$ cat config.mk
export PLATFORM = sky130hd
export DESIGN_NAME = quick_spi_target
export DESIGN_NICKNAME = d
export VERILOG_FILES = /design/src/rtl/quick_spi_target.sv
export SDC_FILE = /design/constraint.sdc
export NUM_CORES = 1
export LEC_CHECK = 0
export CAP_MARGIN = 5
export CORE_MARGIN = 1.5
export CORE_UTILIZATION = 39
export CTS_BUF_LIST = sky130_fd_sc_hd__clkbuf_16
export CTS_CLUSTER_SIZE = 8
export DETAILED_ROUTE_END_ITERATION = 7
export SKIP_LAST_GASP = 1
export SLEW_MARGIN = 25
export SYNTH_ARGS = -nofsm -noshare
export SYNTH_HDL_FRONTEND = slang
export SYNTH_SLANG_ARGS = --single-unit
export TNS_END_PERCENT = 1
$ cat constraint.sdc
create_clock -name clk_i -period 5.39 [get_ports clk_i]
set_clock_uncertainty 0.15 [all_clocks]
set_input_delay 1.078 -clock clk_i [delete_from_list [all_inputs] [get_ports clk_i]]
set_output_delay 1.078 -clock clk_i [all_outputs]
set_load 0.05 [all_outputs]
$ cat src/rtl/quick_spi_target.sv
// quick_spi_target: oversampled SPI target (SCLK idle high, MSB first) with one-entry TX buffer.
// Optional sticky underrun flag enabled by QUICK_SPI_TARGET_UNDERRUN_EN.
module quick_spi_target #(
  parameter int DATA_WIDTH  = 16,
  parameter int SYNC_STAGES = 2
) (
  input  logic                             clk_i,
  input  logic                             rst_i,
  input  logic                             sclk_i,
  input  logic                             cs_n_i,
  input  logic                             sdata_i,
  output logic                             sdata_o,
  output logic                             sdata_oe_o,
  input  logic [DATA_WIDTH-1:0]            tx_data_i,
  input  logic                             tx_valid_i,
  output logic                             tx_ready_o,
  output logic [DATA_WIDTH-1:0]            rx_data_o,
  output logic [$clog2(DATA_WIDTH+1)-1:0]  rx_count_o,
  output logic                             rx_valid_o,
  output logic                             frame_active_o,
  output logic                             tx_underrun_o
);
  localparam int CW = $clog2(DATA_WIDTH+1);
  typedef enum logic [1:0] {IDLE, LOAD, ACTIVE} state_t;
  state_t state;
  logic [SYNC_STAGES-1:0] sclk_q, cs_q, sd_q, vld_q;
  logic [DATA_WIDTH-1:0] buf_q, tx_shift, rx_shift;
  logic [CW-1:0] bit_cnt;
  logic sclk_d, armed, buf_full;
  logic sclk_s, cs_s, sd_s, rise, fall, last, ld;
  assign sclk_s = sclk_q[SYNC_STAGES-1];
  assign cs_s = cs_q[SYNC_STAGES-1];
  assign sd_s = sd_q[SYNC_STAGES-1];
  assign rise = sclk_s & ~sclk_d;
  assign fall = ~sclk_s & sclk_d;
  assign last = bit_cnt == CW'(DATA_WIDTH-1);
  assign ld = (state == LOAD) || (state == ACTIVE && !cs_s && rise && last);
  assign tx_ready_o = !buf_full;
  assign sdata_oe_o = frame_active_o;
  // armed blocks a frame already in progress at reset release until CS is seen high
  always_ff @(posedge clk_i or posedge rst_i) begin
    if (rst_i) begin
      sclk_q <= '1;
      cs_q <= '1;
      sd_q <= '1;
      vld_q <= '0;
      sclk_d <= 1'b1;
      armed <= 1'b0;
      state <= IDLE;
      buf_q <= '0;
      buf_full <= 1'b0;
      tx_shift <= '0;
      rx_shift <= '0;
      bit_cnt <= '0;
      sdata_o <= 1'b0;
      frame_active_o <= 1'b0;
      rx_data_o <= '0;
      rx_count_o <= '0;
      rx_valid_o <= 1'b0;
    end else begin
      sclk_q <= {sclk_q[SYNC_STAGES-2:0], sclk_i};
      cs_q <= {cs_q[SYNC_STAGES-2:0], cs_n_i};
      sd_q <= {sd_q[SYNC_STAGES-2:0], sdata_i};
      vld_q <= {vld_q[SYNC_STAGES-2:0], 1'b1};
      sclk_d <= sclk_s;
      armed <= armed | (vld_q[SYNC_STAGES-1] & cs_s);
      frame_active_o <= !cs_s;
      rx_valid_o <= 1'b0;
      if (ld) begin
        tx_shift <= buf_full ? buf_q : '0;
        buf_full <= 1'b0;
      end else if (tx_valid_i && !buf_full) begin
        buf_q <= tx_data_i;
        buf_full <= 1'b1;
      end
      case (state)
        IDLE: state <= (armed && !cs_s) ? LOAD : IDLE;
        LOAD: begin
          bit_cnt <= '0;
          rx_shift <= '0;
          state <= ACTIVE;
        end
        default: begin
          if (cs_s) begin
            if (bit_cnt != '0) begin
              rx_data_o <= rx_shift;
              rx_count_o <= bit_cnt;
              rx_valid_o <= 1'b1;
            end
            state <= IDLE;
          end else if (fall) begin
            sdata_o <= tx_shift[DATA_WIDTH-1];
            tx_shift <= {tx_shift[DATA_WIDTH-2:0], 1'b0};
          end else if (rise && last) begin
            rx_data_o <= {rx_shift[DATA_WIDTH-2:0], sd_s};
            rx_count_o <= CW'(DATA_WIDTH);
            rx_valid_o <= 1'b1;
            rx_shift <= '0;
            bit_cnt <= '0;
          end else if (rise) begin
            rx_shift <= {rx_shift[DATA_WIDTH-2:0], sd_s};
            bit_cnt <= bit_cnt + CW'(1);
          end
        end
      endcase
    end
  end
`ifdef QUICK_SPI_TARGET_UNDERRUN_EN
  always_ff @(posedge clk_i or posedge rst_i) begin
    if (rst_i) tx_underrun_o <= 1'b0;
    else if (ld && !buf_full) tx_underrun_o <= 1'b1;
  end
`else
  assign tx_underrun_o = 1'b0;
`endif
endmodule

* After elaboration in Yosys (flattened, before gate mapping)
Cells that the tools add are included.
** Word-level totals
- Flip-flop bits (word level) :: 90
- Latch bits :: 0
- Memory bits (writable) :: 0
- ROM bits :: 0
- Input bits :: 22
- Output and inout port bits :: 27
- Word-level logic and storage cells :: 88
- Memories :: 0
** Operators by class
- $add $sub $neg :: 1
- Multipliers :: 0
- Div/mod/pow operators :: 0
- Order comparisons :: 0
- Equal/unequal tests :: 7
- Shifts and indexed selects :: 0
- Muxes and demuxes :: 33
- Bitwise gates (word level) :: 10
- Reduce and logical (&&, ||, !) cells :: 20
** Operators by type and width (number)
- $mux 16 :: 13
- $mux 5 :: 8
- $pmux 16 s2 :: 1
- $pmux 5 s2 :: 1
- $mux 1 :: 8
- $reduce_and 4->1 :: 2
- $logic_and 1x1->1 :: 6
- $ne 2x1->1 const B :: 3
- $not 1->1 :: 6
- $reduce_bool 3->1 :: 2
- $add 5x1->5 const B :: 1
- $eq 5x4->1 const B :: 1
- $reduce_bool 5->1 :: 1
- $pmux 2 s2 :: 1
- $reduce_bool 2->1 :: 2
- $and 1x1->1 :: 3
- $reduce_and 3->1 :: 1
- $eq 2x1->1 const B :: 1
- $eq 2x2->1 const B :: 1
- $logic_not 1->1 :: 2
- $logic_not 2->1 :: 1
- $mux 2 :: 1
- $ne 2x2->1 const B :: 1
- $reduce_and 2->1 :: 1
- other kinds (3) :: 3

* Depth between registers and ports, before layout
- Depth in word-level cells :: 9
- Depth in mapped cells :: 7
- Gate-level depth less buffers :: 6

* Least setup slack after synthesis
No wires, ideal clock.
- Path type :: reg2out
- Start :: register frame_active_o
- End :: output port sdata_oe_o
- Arrival time :: 0.886 ns
- Data required time :: 4.162 ns
- Path slack :: 3.276 ns
- Stages on the path, launching flop included :: 2
- Buffers on the path :: 1
- Path through :: dfrtp_1 buf_4
** RTL lines
- from (decl) :: line 20 : output logic frame_active_o,
- from (signal assigned) :: line 67 : frame_active_o <= !cs_s;
- to (decl) :: line 13 : output logic sdata_oe_o,
No word-level cell between the ends.

* Final worst setup path
- Start :: register buf_full
- End :: output port tx_ready_o
** On the way
- Cells in the longest elaborated chain, start to end :: 1
** RTL lines
- from (decl) :: line 29 : logic sclk_d, armed, buf_full;
- from (signal assigned) :: line 51 : buf_full <= 1'b0;
- from (signal assigned) :: line 71 : buf_full <= 1'b0;
- from (signal assigned) :: line 74 : buf_full <= 1'b1;
- $logic_not 1->1 :: line 38 : assign tx_ready_o = !buf_full;
- to (decl) :: line 16 : output logic tx_ready_o,
Every way passes these cells.

==> flow_summary_export.csv <==
group,metric,value,unit
grt,grt_pass1_vias,2274,
grt,use_met3,0.0424,
cts,clkTransAtPathRegs,0.06,ns
grt,grt_pass1_wl,11.6,mm
place,gp_congestion,0.739,
critical_path,crit_path_max_fanout,5,
grt,grt_usage,0.146,
floorplan,start_util,0.406,
grt,grt-ovfl-total,0,
grt,grt_antenna_before_repair,0,
cts,cts_tree,"built",
logic_synthesis,async_flop_share,1.00,
sta,setup_violations,0,
detailed_routing,first_pass_iters,6,
grt,use_met2,0.211,
grt,grt_use_met1,0.210,
logic_synthesis,ys.flop_type,"dfrtp_1",
worst_hold_path,hp-class,"reg2reg",
sta,hold_viol_final,0,
sta,rsz0062_at_grt,"false",
power,internal_power,0.00143,W
layout,fillers,856,
floorplan,rows,35,
cts,cts.root.buffer_cell,"clkbuf_16",
logic_synthesis,synth_enable_flop_cells,0,
cts,h-tree-depth,3,
logic_synthesis,yosys_warnings,0,
power,p_leak,2.19,nW
place,dp_hpwl,4.27,mm
logic_synthesis,syn_area,3810,µm²
floorplan,die_y,102,µm
layout,nNetsFinal,339,
power,switchingPower,0.000681,W
critical_path,cp.buffers_inverters,2,
power,clkPwrFrac,0.269,
status,status,"complete, no violations",
logic_synthesis,syn_avg_cell_area,14.0,µm²
layout,drive_above_1_share,0.272,
cts,cts_sinks,90,
detailed_routing,drt_iter0_drc,142,
sta,worstMarginPinSlew,0.747,ns
power,ir_drop,0.000203,V
detailed_routing,ant_nets,0,
sta,hold_slack,0.197,ns
layout,diodes,0,
critical_path,worstPathRequired,4.16,ns
cts,cts_buffers,9,
cts,cts_resized,0,
floorplan,ioPinCount,49,
floorplan,die-area,10400,µm²
critical_path,path_class,"reg2out",
cts,cts_buffer_depth,2,
critical_path,crit_path_start_kind,"register",
critical_path,cp.arrival,1.70,ns
layout,multi_input_area,1360,µm²
detailed_routing,routedWlPerCell,15.0,µm
power,p_comb_frac,0.275,
power,p_per_area,455,nW/µm²
sta,slew_headroom,0.501,
logic_synthesis,ys_ff_latch,90,
sta,fin_crit,2.93,ns
floorplan,core_area,9370,µm²
critical_path,crit_chain,"inv_1 -> clkdlybuf4s50_1",
grt,grt_max_degree,48,
logic_synthesis,syn-instance-count,272,
detailed_routing,via_per_inst,5.12,
critical_path,cpPeakStageDelay,0.82,ns
cts,clk_latency,0.33,ns
sta,fin_tns_setup,0,ns
power,p_sw_frac,0.323,
critical_path,cp_slowest_cell,"clkdlybuf4s50_1",
sta,slew_violations,0,
logic_synthesis,netlist-cell-type-count,43,
critical_path,path_delay_family,"buffers and inverters",
detailed_routing,drc,0,
job,max-cap-violations,0,
cts,ctsHoldBuffers,0,
grt,busiest_layer,"met2",
sta,fmax,0.341,GHz
layout,ff_latch_area,2260,µm²
detailed_routing,vias,2297,
floorplan,die_w,102,µm
sta,timing.final.crit_share,0.544,
detailed_routing,finalWirelength,6.73,mm
logic_synthesis,syn-num-nets,296,
place,port_buffers,47,
cts,cts_setup_buffers,0,
critical_path,crit_path_end_kind,"output pin",
power,p_seq_frac,0.456,
layout,area_growth,21.6,%
power,power.total,0.00211,W
logic_synthesis,ys_seq_area_frac,0.594,
==> path summary, 6_finish.rpt <==
check	start	endpoint	slack [ns]	cells past startpoint
setup / recovery	buf_full$_DFFE_PP0P_	tx_ready_o	2.46	2
hold / removal	vld_q[0]$_DFF_PP0_	vld_q[1]$_DFF_PP0_	0.20	0
setup reg to reg	state[1]$_DFFE_PP0P_	buf_q[14]$_DFFE_PP0P_	2.63	4
hold reg to reg	vld_q[0]$_DFF_PP0_	vld_q[1]$_DFF_PP0_	0.20	0
max in group asynchronous	rst_i	tx_shift[0]$_DFF_PP0_	3.04	3
min in group asynchronous	rst_i	rx_count_o[3]$_DFFE_PP0P_	1.02	2
==> cells in the mapped netlist (2+ instances only) <==
| cell | n | area, µm² |
|---|---|---|
| a22o_1 | 17 | 149 |
| dfstp_2 | 7 | 184 |
| buf_6 | 3 | 33.8 |
| nor2_1 | 4 | 15.0 |
| nor2b_1 | 3 | 18.8 |
| ha_1 | 2 | 25.0 |
| nand3_1 | 4 | 20.0 |
| clkbuf_1 | 3 | 11.3 |
| mux2_4 | 10 | 150 |
| a21oi_1 | 3 | 15.0 |
| nand4_1 | 2 | 12.5 |
| dfrtp_1 | 83 | 2080 |
| buf_4 | 2 | 15.0 |
| nand2_1 | 14 | 52.6 |
| o21ai_0 | 6 | 30.0 |
| mux2_2 | 40 | 450 |
| inv_1 | 21 | 78.8 |
| conb_1 | 2 | 7.51 |
| buf_2 | 9 | 45.0 |
| a222oi_1 | 14 | 140 |
==> layout by cell type, fill, tap and decap left out, types with 2 or more instances in the layout <==
master,synthesis,routed
mux2_4,10,10
buf_4,2,3
dfrtp_1,83,83
nor2b_1,3,3
o21ai_0,6,6
clkbuf_16,0,9
mux2_2,40,40
nor2_1,4,3
a222oi_1,14,14
clkinv_4,0,2
nand3_1,4,4
ha_1,2,2
clkinvlp_4,0,2
nand2_1,14,14
inv_1,21,20
dfstp_2,7,7
a22o_1,17,17
nand4_1,2,2
clkdlybuf4s50_1,0,47
conb_1,2,2
clkinv_2,0,3
a21oi_1,3,3
==> flip-flops by register name, summed over array words and instances (netlist names), 2 cells and up <==
| signal | cells |
|---|---|
| bit_cnt | 5 |
| tx_shift | 16 |
| rx_shift | 16 |
| rx_count_o | 5 |
| buf_q | 16 |
| state | 2 |
| sclk_q | 2 |
| vld_q | 2 |
| cs_q | 2 |
| rx_data_o | 16 |
| sd_q | 2 |
==> stage by stage <==
stage	area [µm²]	cells	worst slack (ns)	utilization
after floorplan	3810	272	1.84	-
after CTS	4620	449	2.45	0.493
final	4630	449	2.46	0.494
after global routing	4630	449	2.39	0.494
after global placement	4350	433	2.58	0.464
after detailed placement	4350	433	2.58	0.464
==> kinds of logic (layout without fill, tap and decap cells) <==
| group | after synthesis | in the layout | synth area share |
|---|---|---|---|
| fa+ha+maj | 2 | 2 | 0.00657 |
| simple gates | 36 | 36 | 0.0581 |
| compound gates | 51 | 51 | 0.124 |
| mux | 50 | 50 | 0.158 |
| other cells | 2 | 2 | 0.00197 |
| xor+xnor | 2 | 2 | 0.00460 |
| flops | 90 | 90 | 0.594 |
| buf+inv | 39 | 87 | 0.0535 |
==> cell type report <==
type | count | area share
Clock buffer | 9 | 0.0486
Inverter | 21 | 0.0173
Clock inverter | 7 | 0.0100
Sequential cell | 90 | 0.488
Tap cell | 129 | 0.0349
Multi-Input combinational cell | 143 | 0.295
Timing Repair Buffer | 50 | 0.106
==> power by group through the flow <==
stage               Combinational [W]  Clock, W  Sequential, W
detailed placement           0.000582         0       0.000972
CTS                          0.000584  0.000579       0.000962
finish                       0.000579  0.000566       0.000961
global placement             0.000569         0       0.000970
global route                 0.000638  0.000611       0.000987
floorplan                    0.000404         0        0.00100
==> layer usage <==
| metal | vias to the layer above | wire [µm] |
|---|---|---|
| met3 | 9 | 261 |
| met1 | 1167 | 3310 |
| li1 | 1076 | - |
| met2 | 45 | 3050 |
| met5 | - | 0 |
| met4 | 0 | 106 |
Power figures use the tool's default switching activity.
